--- src/rtl/genie_split.sv ---
// Packet-aware 1-to-NO demultiplexer with a single registered output slot.
// Routes each packet by its header-beat destination; bad destinations are dropped and counted.
module genie_split #(
  parameter int NO    = 2,
  parameter int WIDTH = 8,
  parameter int CNTW  = 8,
  localparam int DBITS = (NO > 1) ? $clog2(NO) : 1
) (
  input  logic                      clk,
  input  logic                      reset,
  input  logic [WIDTH-1:0]          i_data,
  input  logic                      i_valid,
  output logic                      o_ready,
  input  logic                      i_eop,
  input  logic [DBITS-1:0]          i_dest,
  output logic [NO-1:0][WIDTH-1:0]  o_data,
  output logic [NO-1:0]             o_valid,
  input  logic [NO-1:0]             i_ready,
  output logic [NO-1:0]             o_eop,
  output logic [CNTW-1:0]           o_drop_count
);

  typedef enum logic [1:0] {S_HEAD, S_LOCKED, S_DROP} state_t;

  localparam logic [DBITS:0] NO_V = (DBITS+1)'(NO);

  state_t            state;
  logic              slot_full;
  logic [WIDTH-1:0]  slot_data;
  logic              slot_eop;
  logic [DBITS-1:0]  slot_dest;
  logic [DBITS-1:0]  lock_dest;
  logic [CNTW-1:0]   drop_count;

  logic              dest_bad;
  logic              dropping;
  logic              drain;
  logic              accept;
  logic [DBITS-1:0]  eff_dest;

  always_comb begin
    dest_bad = ({1'b0, i_dest} >= NO_V);
    dropping = (state == S_DROP) || ((state == S_HEAD) && dest_bad);
    drain    = slot_full && i_ready[slot_dest];
    // Discarded beats never touch the slot, so they are accepted even when it is blocked.
    o_ready  = dropping || !slot_full || drain;
    accept   = i_valid && o_ready;
    eff_dest = (state == S_HEAD) ? i_dest : lock_dest;
  end

  always_ff @(posedge clk) begin
    if (reset) begin
      state      <= S_HEAD;
      slot_full  <= 1'b0;
      drop_count <= '0;
    end else begin
      if (drain)
        slot_full <= 1'b0;
      if (accept && !dropping) begin
        slot_full <= 1'b1;
        slot_data <= i_data;
        slot_eop  <= i_eop;
        slot_dest <= eff_dest;
      end
      if (accept) begin
        case (state)
          S_HEAD: begin
            if (dest_bad) begin
              if (drop_count != '1)
                drop_count <= drop_count + 1'b1;
              if (!i_eop)
                state <= S_DROP;
            end else begin
              lock_dest <= i_dest;
              if (!i_eop)
                state <= S_LOCKED;
            end
          end
          S_LOCKED: if (i_eop) state <= S_HEAD;
          S_DROP:   if (i_eop) state <= S_HEAD;
          default:  state <= S_HEAD;
        endcase
      end
    end
  end

  always_comb begin
    for (int unsigned k = 0; k < NO; k++) begin
      o_data[k]  = slot_data;
      o_eop[k]   = slot_eop;
      o_valid[k] = slot_full && (slot_dest == DBITS'(k));
    end
  end

  assign o_drop_count = drop_count;

endmodule

--- config.mk ---
export PLATFORM = sky130hd
export DESIGN_NAME = genie_split
export DESIGN_NICKNAME = d
export VERILOG_FILES = /design/src/rtl/genie_split.sv
export SDC_FILE = /design/constraint.sdc
export NUM_CORES = 1
export LEC_CHECK = 0
export ABC_AREA = 0
export CELL_PAD_IN_SITES_DETAIL_PLACEMENT = 0
export CELL_PAD_IN_SITES_GLOBAL_PLACEMENT = 2
export CORE_MARGIN = 3
export CORE_UTILIZATION = 19
export CTS_BUF_LIST = sky130_fd_sc_hd__clkbuf_8
export DETAILED_ROUTE_END_ITERATION = 12
export PLACE_DENSITY = 0.92
export SLEW_MARGIN = 15
export SYNTH_ARGS = -nofsm -noshare
export SYNTH_HDL_FRONTEND = slang
export SYNTH_SLANG_ARGS = --single-unit
--- constraint.sdc ---
create_clock -name clk -period 1.8 [get_ports clk]
set_input_delay 0.54 -clock clk [delete_from_list [all_inputs] [get_ports clk]]
set_output_delay 0.54 -clock clk [all_outputs]
set_load 0.02 [all_outputs]
==> qor.txt, run 1 <==
FLOORPLANNING
--------------------------------------------------------------------------------------------------
Horizontal die dimension ............................................................      60.4 um
Ports placed on the boundary ........................................................           44
Vert. Die Dim .......................................................................      60.4 um
Standard cell core area .............................................................     2780 um2
Initial core utilization ............................................................        0.202
Row cnt .............................................................................           19
Die area ............................................................................     3650 um2

CTS
--------------------------------------------------------------------------------------------------
Hold-fix buffer count after cts .....................................................            0
TritonCTS clock tree ................................................................          yes
Number of sinks on the clock net ....................................................           12
Clock transition time at the flip-flop clock pins of the worst setup and hold paths .      0.05 ns
Clock latency at the later pin of the worst-skew pair ...............................      0.23 ns
Root buffer selected by CTS ......................................................... sky130_fd_sc_hd__clkbuf_8
CTS Buf Count .......................................................................            3
H-tree depth reported by CTS ........................................................            1
Clk buf depth .......................................................................            2

SETUP PATH
--------------------------------------------------------------------------------------------------
Worst path slowest cell ............................................................. sky130_fd_sc_hd__clkdlybuf4s50_1
CP Capture Type ..................................................................... primary output
Crit path largest cell delay ........................................................      0.61 ns
Critical Path, Cell by Cell ......................................................... clkdlybuf4s50_1
Largest fanout on the critical path .................................................            2
Kind of cell adding the most delay to the critical path ............................. buffers and inverters
Required time worst endpoint ........................................................      1.26 ns
CP Buf/Inv Count ....................................................................            1
Startpoint type of the worst setup path .............................................    flip-flop
Data arrival time of the critical path ..............................................      1.20 ns
Critical path type ..................................................................      reg2out
Setup slack, reg-to-reg .............................................................      0.32 ns

SYNTH
--------------------------------------------------------------------------------------------------
Post-synth top area share ...........................................................        0.535
Parity-gate share of the synthesized area counting xor and xnor cells ...............            0
Unique cell type count in the Yosys netlist .........................................           15
Most common cell in the netlist ..................................................... sky130_fd_sc_hd__buf_4
Sequential element share of the synthesized area ....................................        0.606
Most frequent cells after synthesis ................................................. sky130_fd_sc_hd__buf_4, sky130_fd_sc_hd__edfxtp_1, sky130_fd_sc_hd__dfxtp_1, sky130_fd_sc_hd__nor2_1
Average size of a mapped cell .......................................................     13.1 um2
Area fraction in and, or, nand and nor cells after synthesis ........................       0.0690
Synthesized-area fraction occupied by ao, oa, aoi and oai cells .....................       0.0535
Netlist Area Pre-Place ..............................................................      562 um2
Proportion of synthesized flip-flops having asynchronous set or reset ...............            0
Post-synth EDFFs ....................................................................           10
Synth area leader ................................................................... sky130_fd_sc_hd__edfxtp_1
Cells after Synth ...................................................................           43
Post-synthesis mux area share .......................................................       0.0178
Cells taking the most area after synthesis .......................................... sky130_fd_sc_hd__edfxtp_1, sky130_fd_sc_hd__buf_4, sky130_fd_sc_hd__dfxtp_1
FF+latch count, synth ...............................................................           12
Dominant combinational cell family by area after synthesis .......................... buffers and inverters
Adder-cell share of the synthesized area ............................................            0
Yosys warning total .................................................................            0
Most frequently used flop master after synthesis .................................... sky130_fd_sc_hd__edfxtp_1

TIMING
--------------------------------------------------------------------------------------------------
Unrepaired setup endpoints after global routing .....................................           no
Number of max-slew violations in the final report ...................................            0
Final Critical Period ...............................................................      1.74 ns
Ratio of final minimum period to clock period .......................................        0.968
Count of final hold-check violations ................................................            0
Final hold slack ....................................................................     0.464 ns
Maximum clock frequency .............................................................      574 MHz
Setup slack of the critical path after layout .......................................    0.0568 ns
Final Setup Violations ..............................................................            0
Worst Skew ..........................................................................   0.00259 ns

ROUTING
--------------------------------------------------------------------------------------------------
Via count ...........................................................................          382
Starting DRC count in detailed routing ..............................................            3
WL final ............................................................................      1130 um
Wire per inst .......................................................................      10.6 um
DRT antenna net count ...............................................................            0
Drc violations ......................................................................            0
Number of search-and-repair iterations in the first detailed-routing pass ...........            2
Via density per instance ............................................................         3.57

POWER
--------------------------------------------------------------------------------------------------
Worst vdd rail ir drop ..............................................................     0.363 mV
Power density over the cells ........................................................   790 nW/um2
Leakage power figure ................................................................     0.392 nW
Final Total Pwr .....................................................................   0.000743 W

GRT
--------------------------------------------------------------------------------------------------
Total gr overflow ...................................................................            0
Number of global-route vias before repair ...........................................          389
Global-route usage over all layers ..................................................       0.0643
First-pass GRT wire length ..........................................................      1660 um
Number of antenna violations at the first check in global routing ...................            0
Pin count of the biggest net entering global routing ................................            8

LAYOUT
--------------------------------------------------------------------------------------------------
Final-stage net count ...............................................................           92
Antenna diode count .................................................................            0
Area added between synthesis and finish .............................................        67.5%
Post-Route Utilization ..............................................................        0.338
Post-route insts no fill ............................................................          107
Share of post-route cells with drive strength above 1 ...............................        0.184

PLACE
--------------------------------------------------------------------------------------------------
HPWL after detailed placement .......................................................       959 um
Placed insts ........................................................................          102
Number of buffers added on ports ....................................................           35
Worst-case setup slack after placement ..............................................    -0.562 ns
Placer Congestion ...................................................................        0.587

STATUS
--------------------------------------------------------------------------------------------------
Status .............................................................................. complete, no violations

RUN
--------------------------------------------------------------------------------------------------
Maxcap violations ...................................................................            0

WORST HOLD PATH
--------------------------------------------------------------------------------------------------
Tightest Hold Check Type ............................................................      reg2reg

metrics by stage:
step	setup TNS (ns)	instance area (um2)
after global placement	-3.05	872
final	0	941
after detailed placement	-3.12	872
after global routing	0	941
after CTS	-0.176	922
after floorplan	0	588
cell type report:
| cell class | count | area (um2) |
|---|---|---|
| timing repair buffer | 40 | 392 |
| sequential | 12 | 340 |
| multi-input combinational | 19 | 111 |
| inverter | 1 | 3.75 |
| tap | 31 | 38.8 |
| clock buffer | 4 | 55.1 |
| fill | 291 | 1840 |
logic make-up (layout without fill, tap and decap cells):
family / count (synthesis) / in the layout
buffers and inverters: 19 / 45
multiplexers: 1 / 1
AND/OR/NAND/NOR: 7 / 7
flip-flops: 12 / 12
other: 1 / 8
AO/OA/AOI/OAI: 3 / 3
where the power goes:
group	internal, W	switching [W]	total, W
clock	0.000192	0.0000891	0.000281
sequential	0.000317	0.00000711	0.000324
combinational	0.0000718	0.0000660	0.000138
total	0.000581	0.000162	0.000743
what timing repair did:
action                                  CTS  global route
hold endpoints to repair                  0             0
gates resized for setup                   7             4
pin swaps                                 0             1
setup buffers                             0             1
endpoints found under the setup margin   12            11
routing by layer:
metal,global-route usage,routed length [um],vias up
met3,0.0340,151,0
met5,0,0,-
met4,0.0285,0,0
li1,-,-,183
met1,0.0627,372,175
met2,0.113,610,24
final timing paths:
kind	from	to	depth (start not counted)
hold reg to reg	state[0]$_SDFFE_PP0P_	state[0]$_SDFFE_PP0P_	2
setup reg to reg	slot_dest$_DFFE_PP_	slot_data[4]$_DFFE_PP_	5
hold / removal	state[0]$_SDFFE_PP0P_	state[0]$_SDFFE_PP0P_	2
setup / recovery	slot_data[5]$_DFFE_PP_	o_data[5]	1
placed cells by master (no fill, tap or decap), types with 2 or more instances in the layout:
| master | netlist | layout |
|---|---|---|
| sky130_fd_sc_hd__buf_4 | 18 | 5 |
| sky130_fd_sc_hd__clkbuf_8 | 0 | 4 |
| sky130_fd_sc_hd__clkdlybuf4s50_1 | 0 | 30 |
| sky130_fd_sc_hd__conb_1 | 1 | 8 |
| sky130_fd_sc_hd__dfxtp_1 | 2 | 2 |
| sky130_fd_sc_hd__dlygate4sd2_1 | 0 | 2 |
| sky130_fd_sc_hd__dlymetal6s2s_1 | 0 | 2 |
| sky130_fd_sc_hd__edfxtp_1 | 10 | 10 |
state kept, by name (all words and copies together) (netlist names):
| signal | cells |
|---|---|
| slot_data | 8 |
| slot_dest | 1 |
| slot_eop | 1 |
| state | 1 |
| slot_full | 1 |
(Power assumes the default switching activity.)
==> inputs of run 2 (changes only) <==
--- a/config.mk
+++ b/config.mk
@@ -8,7 +8,6 @@
 export ABC_AREA = 0
 export CELL_PAD_IN_SITES_DETAIL_PLACEMENT = 0
 export CELL_PAD_IN_SITES_GLOBAL_PLACEMENT = 2
-export CORE_MARGIN = 3
 export CORE_UTILIZATION = 19
 export CTS_BUF_LIST = sky130_fd_sc_hd__clkbuf_8
 export DETAILED_ROUTE_END_ITERATION = 12
==> run 2 against run 1 <==
Register-to-register slack got worse by 0.11 ns; hold slack improved by 0.0015 ns; largest cell class unchanged; largest power group unchanged; die area decreased by 13%.
==> qor.txt, run 2 (same netlist as run 1, synthesis figures left out) <==
ROUTING
--------------------------------------------------------------------------------------------------
WL final ............................................................................      1010 um   -11%
Wire per inst .......................................................................      9.37 um   -12%
Via density per instance ............................................................         3.71   +4.0%
Starting DRC count in detailed routing ..............................................            0   -3
Number of search-and-repair iterations in the first detailed-routing pass ...........            1   -1
DRT antenna net count ...............................................................            0   unchanged
Drc violations ......................................................................            0   unchanged
Via count ...........................................................................          401   +5.0%

TIMING
--------------------------------------------------------------------------------------------------
Worst Skew ..........................................................................   0.00135 ns   -0.00124 ns
Count of final hold-check violations ................................................            0   unchanged
Number of max-slew violations in the final report ...................................            0   unchanged
Final Critical Period ...............................................................      1.74 ns   -0.00721 ns
Total negative setup slack ..........................................................         0 ns   unchanged
Final Setup Violations ..............................................................            0   unchanged
Maximum clock frequency .............................................................      576 MHz   +0.42%
Final hold slack ....................................................................     0.465 ns   +0.00145 ns
Ratio of final minimum period to clock period .......................................        0.964   -0.00401
Unrepaired setup endpoints after global routing .....................................           no

PLACE
--------------------------------------------------------------------------------------------------
Placement Cell Area .................................................................      872 um2   unchanged
Placer Congestion ...................................................................        0.609   +3.7%
Number of buffers added on ports ....................................................           35   unchanged

STATUS
--------------------------------------------------------------------------------------------------
Status .............................................................................. complete, no violations

SETUP PATH
--------------------------------------------------------------------------------------------------
CP Buf/Inv Count ....................................................................            1   unchanged
Data arrival time of the critical path ..............................................      1.20 ns   about the same
Critical Path, Cell by Cell ......................................................... clkdlybuf4s50_1
Worst path slowest cell ............................................................. sky130_fd_sc_hd__clkdlybuf4s50_1
Startpoint type of the worst setup path .............................................    flip-flop
Kind of cell adding the most delay to the critical path ............................. buffers and inverters
Largest fanout on the critical path .................................................            2   unchanged
Required time worst endpoint ........................................................      1.26 ns   about the same
Crit path largest cell delay ........................................................      0.61 ns   about the same
Critical path type ..................................................................      reg2out
Levels on crit path .................................................................            1   unchanged
R2R cell count ......................................................................            6   +1
CP Capture Type ..................................................................... primary output

WORST HOLD PATH
--------------------------------------------------------------------------------------------------
Tightest Hold Check Type ............................................................      reg2reg
WHS Path Cells ......................................................................            2   unchanged

CTS
--------------------------------------------------------------------------------------------------
CTS Buf Count .......................................................................            3   unchanged
TritonCTS clock tree ................................................................          yes
Root buffer selected by CTS ......................................................... sky130_fd_sc_hd__clkbuf_8
Number of sinks on the clock net ....................................................           12   unchanged
H-tree depth reported by CTS ........................................................            1   unchanged
Clock latency at the later pin of the worst-skew pair ...............................      0.23 ns   about the same
Clk buf depth .......................................................................            2   unchanged
Hold-fix buffer count after cts .....................................................            0   unchanged
Clock transition time at the flip-flop clock pins of the worst setup and hold paths .      0.05 ns   about the same

LAYOUT
--------------------------------------------------------------------------------------------------
Area added between synthesis and finish .............................................        66.4%
Largest reg by FF count .............................................................    slot_data
Commonest non-fill, non-tap cells in the layout ..................................... sky130_fd_sc_hd__clkdlybuf4s50_1, sky130_fd_sc_hd__edfxtp_1, sky130_fd_sc_hd__conb_1
Final-stage net count ...............................................................           93   +1.1%
Final Cell Area .....................................................................      935 um2   -0.66%
Most common cell after layout, fill and taps aside .................................. sky130_fd_sc_hd__clkdlybuf4s50_1
Flip-flop count of the largest register after layout ................................            8   unchanged
Antenna diode count .................................................................            0   unchanged
Share of post-route cells with drive strength above 1 ...............................        0.169   -0.0154

GRT
--------------------------------------------------------------------------------------------------
Total gr overflow ...................................................................            0   unchanged
First-pass GRT wire length ..........................................................      1620 um   -2.5%
Number of antenna violations at the first check in global routing ...................            0   unchanged
Global-route usage over all layers ..................................................       0.0699   +0.00556
Pin count of the biggest net entering global routing ................................           10   +2
Number of global-route vias before repair ...........................................          408   +4.9%

POWER
--------------------------------------------------------------------------------------------------
Worst vdd rail ir drop ..............................................................     0.331 mV   -8.9%
Leakage power figure ................................................................     0.378 nW   -3.5%
Power density over the cells ........................................................   752 nW/um2   -4.8%

FLOORPLANNING
--------------------------------------------------------------------------------------------------
Die area ............................................................................     3180 um2   -13%
Horizontal die dimension ............................................................      56.4 um   -6.6%
Initial core utilization ............................................................        0.202   unchanged
Ports placed on the boundary ........................................................           44   unchanged
Vert. Die Dim .......................................................................      56.4 um   -6.6%
Standard cell core area .............................................................     2780 um2   unchanged
Row cnt .............................................................................           19   unchanged

RUN
--------------------------------------------------------------------------------------------------
Maxcap violations ...................................................................            0   unchanged

-- run 2: path summary, 6_finish.rpt --
path / start / to / slack (ns)
max: slot_data[6]$_DFFE_PP_ / o_data[6] / 0.06
min: state[0]$_SDFFE_PP0P_ / state[0]$_SDFFE_PP0P_ / 0.47
max reg2reg: slot_dest$_DFFE_PP_ / slot_data[5]$_DFFE_PP_ / 0.21
min reg2reg: state[0]$_SDFFE_PP0P_ / state[0]$_SDFFE_PP0P_ / 0.47
-- run 2: timing repair --
action | CTS | global route
buffers inserted | 1 | 1
endpoints found under the setup margin | 3 | 1
resized for setup | 9 | 4
pin swaps | 1 | 1
-- run 2: routing by layer --
metal / share of wire / global-route usage
met2: 0.57 / 0.134
met5: 0 / 0
met4: 0.0099 / 0.0418
met1: 0.32 / 0.0576
met3: 0.097 / 0.0300
-- run 2: through the flow --
stage	util	total power (W)	instances	setup slack, ns
after global routing	0.336	0.000736	108	0.0106
after floorplan	-	0.000411	50	0.160
after CTS	0.330	0.000709	107	0.0430
after detailed placement	0.314	0.000467	102	-0.513
final	0.336	0.000703	108	0.0641
after global placement	0.314	0.000464	102	-0.501
-- run 2: worst min-delay path: stages, from the launching register on --
cell                       delay, ns
sky130_fd_sc_hd__dfxtp_1        0.31
sky130_fd_sc_hd__inv_1          0.06
sky130_fd_sc_hd__a221oi_2       0.05
-- run 2: cell type report --
| type | count | area [um2] |
|---|---|---|
| clock buffer | 3 | 41.3 |
| clock inverter | 1 | 3.75 |
| fill | 289 | 1850 |
| inverter | 1 | 3.75 |
| multi-input combinational | 19 | 109 |
| sequential | 12 | 340 |
| tap | 31 | 38.8 |
| timing repair buffer | 41 | 398 |
-- run 2: power breakdown --
| group | switching (W) | total [W] | internal, W |
|---|---|---|---|
| Sequential | 0.00000705 | 0.000324 | 0.000317 |
| Clock | 0.0000906 | 0.000240 | 0.000150 |
| Combinational | 0.0000655 | 0.000139 | 0.0000737 |
==> inputs of run 3 (changes only) <==
==> constraint.sdc (replaced) <==
create_clock -name clk -period 1.8 [get_ports clk]
set_input_delay 0.18 -clock clk [delete_from_list [all_inputs] [get_ports clk]]
set_output_delay 0.18 -clock clk [all_outputs]
set_load 0.02 [all_outputs]
==> run 3 against run 2 <==
Global-route usage rose by 0.097 points; highest routed layer is now met3; maximum frequency up 5.0%; sequential power hardly changed; first-iteration DRC count is 7 higher.
==> qor.txt, run 3 (same netlist as run 1, synthesis figures left out) <==
WORST HOLD PATH
--------------------------------------------------------------------------------------------------
WHS Path Cells ......................................................................            2   unchanged
Tightest Hold Check Type ............................................................      reg2reg
HP Start ............................................................................ state[0]$_SDFFE_PP0P_
Worst hold endpoint ................................................................. state[0]$_SDFFE_PP0P_

TIMING
--------------------------------------------------------------------------------------------------
Number of max-slew violations in the final report ...................................            0   unchanged
Unrepaired setup endpoints after global routing .....................................           no
Maximum clock frequency .............................................................      605 MHz   +5.0%
Count of final hold-check violations ................................................            0   unchanged
Final Setup Violations ..............................................................            0   unchanged
Final Critical Period ...............................................................      1.65 ns   -0.0826 ns
Total negative setup slack ..........................................................         0 ns   unchanged
Worst Skew ..........................................................................   0.00546 ns   +0.00411 ns
Ratio of final minimum period to clock period .......................................        0.919   -0.0459

ROUTING
--------------------------------------------------------------------------------------------------
Starting DRC count in detailed routing ..............................................            7   +7
WL final ............................................................................      1010 um   about the same
Drc violations ......................................................................            0   unchanged
Number of search-and-repair iterations in the first detailed-routing pass ...........            2   +1
Via density per instance ............................................................         3.61   -2.7%
DRT antenna net count ...............................................................            0   unchanged
Wire per inst .......................................................................      9.82 um   +4.8%
Via count ...........................................................................          372   -7.2%

RUN
--------------------------------------------------------------------------------------------------
Maxcap violations ...................................................................            0   unchanged

CTS
--------------------------------------------------------------------------------------------------
Hold-fix buffer count after cts .....................................................            0   unchanged
H-tree depth reported by CTS ........................................................            1   unchanged
Clock latency at the later pin of the worst-skew pair ...............................      0.23 ns   about the same
Clk buf depth .......................................................................            2   unchanged
Buffers inserted by post-CTS timing repair ..........................................            0   -1
Root buffer selected by CTS ......................................................... sky130_fd_sc_hd__clkbuf_8
CTS Buf Count .......................................................................            3   unchanged
Clock transition time at the flip-flop clock pins of the worst setup and hold paths .      0.05 ns   about the same
TritonCTS clock tree ................................................................          yes
Number of sinks on the clock net ....................................................           12   unchanged

LAYOUT
--------------------------------------------------------------------------------------------------
Area added between synthesis and finish .............................................        60.4%
Final-stage net count ...............................................................           88   -5.4%
Most common cell after layout, fill and taps aside .................................. sky130_fd_sc_hd__clkdlybuf4s50_1
Number of fill cells in the layout ..................................................          307   +6.2%
Antenna diode count .................................................................            0   unchanged
Post-Route Utilization ..............................................................        0.324   -0.0121
Share of post-route cells with drive strength above 1 ...............................        0.111   -0.0577
Commonest non-fill, non-tap cells in the layout ..................................... sky130_fd_sc_hd__clkdlybuf4s50_1, sky130_fd_sc_hd__edfxtp_1, sky130_fd_sc_hd__conb_1
Largest reg by FF count .............................................................    slot_data
Post-route insts no fill ............................................................          103   -4.6%
Flip-flop count of the largest register after layout ................................            8   unchanged

GRT
--------------------------------------------------------------------------------------------------
Number of global-route vias before repair ...........................................          405   -0.74%
Total gr overflow ...................................................................            0   unchanged
Global-route usage over all layers ..................................................       0.0709   +0.000971
Pin count of the biggest net entering global routing ................................           10   unchanged
Number of antenna violations at the first check in global routing ...................            0   unchanged
First-pass GRT wire length ..........................................................      1670 um   +3.0%

FLOORPLANNING
--------------------------------------------------------------------------------------------------
Initial core utilization ............................................................        0.202   unchanged
Ports placed on the boundary ........................................................           44   unchanged
Horizontal die dimension ............................................................      56.4 um   unchanged
Row cnt .............................................................................           19   unchanged
Vert. Die Dim .......................................................................      56.4 um   unchanged
Die area ............................................................................     3180 um2   unchanged
Standard cell core area .............................................................     2780 um2   unchanged

PLACE
--------------------------------------------------------------------------------------------------
Placer Congestion ...................................................................        0.600   -1.5%
Number of buffers added on ports ....................................................           35   unchanged
Placed insts ........................................................................           99   -2.9%
HPWL after detailed placement .......................................................       843 um

POWER
--------------------------------------------------------------------------------------------------
Final Total Pwr .....................................................................   0.000692 W   -1.6%
Portion of total power attributed to the clock network ..............................        0.341   about the same
Int Power ...........................................................................   0.000534 W   -1.2%
Leakage power figure ................................................................     0.344 nW   -9.0%
Net Sw Power ........................................................................   0.000158 W   -2.9%
Share of total power consumed by net switching ......................................        0.229   -0.00311
Combinational cell fraction of total power ..........................................        0.191   -0.007
Worst vdd rail ir drop ..............................................................     0.328 mV   -0.97%
Power density over the cells ........................................................   768 nW/um2   +2.1%
Part of the power in registers ......................................................        0.468   +0.007

STATUS
--------------------------------------------------------------------------------------------------
Status .............................................................................. complete, no violations

SETUP PATH
--------------------------------------------------------------------------------------------------
R2R cell count ......................................................................            4   -2
Required time worst endpoint ........................................................      1.62 ns   +0.36 ns
Critical path type ..................................................................      reg2out
Data arrival time of the critical path ..............................................      1.47 ns   +0.27 ns
Largest fanout on the critical path .................................................            3   +1
Setup slack, reg-to-reg .............................................................      0.38 ns   +0.17 ns
Origin of the critical flop-to-flop path ............................................ slot_dest$_DFFE_PP_
Startpoint type of the worst setup path .............................................    flip-flop
Reg2Reg Capture Point ............................................................... slot_data[7]$_DFFE_PP_
CP Capture Type ..................................................................... primary output

[run 3: area by class of cell]
type,count,area (um2),area share
inverters,1,3.75,0.00417
multi-input cells,19,113,0.125
well taps,31,38.8,0.0431
repair buffers,36,360,0.400
clock buffers,3,41.3,0.0458
clock inverters,1,3.75,0.00417
flip-flops and latches,12,340,0.378
[run 3: routing by layer]
layer,share of wire,track usage,vias to the layer above
met5,0,0,-
met1,0.36,0.0719,174
met3,0.088,0.0276,0
li1,-,-,176
met4,0,0.0348,0
met2,0.55,0.126,22
[run 3: how the worst max path moves through the flow]
stage                              startpoint                     end  slack, ns  cells after the start
after floorplan           slot_dest$_DFFE_PP_  slot_data[0]$_DFFE_PP_       0.24                      3
after global routing      slot_dest$_DFFE_PP_              o_valid[0]        0.1                      2
after global placement             i_ready[1]                 o_ready       0.15                      4
after detailed placement           i_ready[1]                 o_ready        0.1                      4
final                     slot_dest$_DFFE_PP_              o_valid[0]       0.15                      2
after CTS                 slot_dest$_DFFE_PP_                 o_ready      0.009                      3
[run 3: per-stage QoR]
| step | cell area [um2] | hold WS [ns] | setup slack [ns] |
|---|---|---|---|
| final | 901 | 0.472 | 0.147 |
| after global routing | 901 | 0.496 | 0.0974 |
| after CTS | 895 | 0.477 | 0.00856 |
| after detailed placement | 850 | 0.469 | 0.0985 |
| after global placement | 850 | 0.456 | 0.148 |
| after floorplan | 588 | 0.246 | 0.239 |
[run 3: repair_timing]
item	CTS	global route
endpoints found under the setup margin	0	1
hold endpoints to repair	0	0
resized for setup	0	2
[run 3: critical path, stage by stage (launching register included)]
cell and delay (ns):
sky130_fd_sc_hd__edfxtp_1 0.43, sky130_fd_sc_hd__and2b_2 0.23, sky130_fd_sc_hd__clkdlybuf4s50_1 0.59
[run 3: power groups by stage]
| stage | Sequential (W) | Combinational [W] | Clock (W) |
|---|---|---|---|
| 2_1_floorplan | 0.000338 | 0.0000730 | 0 |
| 3_3_place_gp | 0.000329 | 0.000130 | 0 |
| 3_5_place_dp | 0.000330 | 0.000132 | 0 |
| 4_1_cts | 0.000324 | 0.000132 | 0.000247 |
| 5_1_grt | 0.000326 | 0.000139 | 0.000264 |
| 6_report | 0.000324 | 0.000132 | 0.000236 |
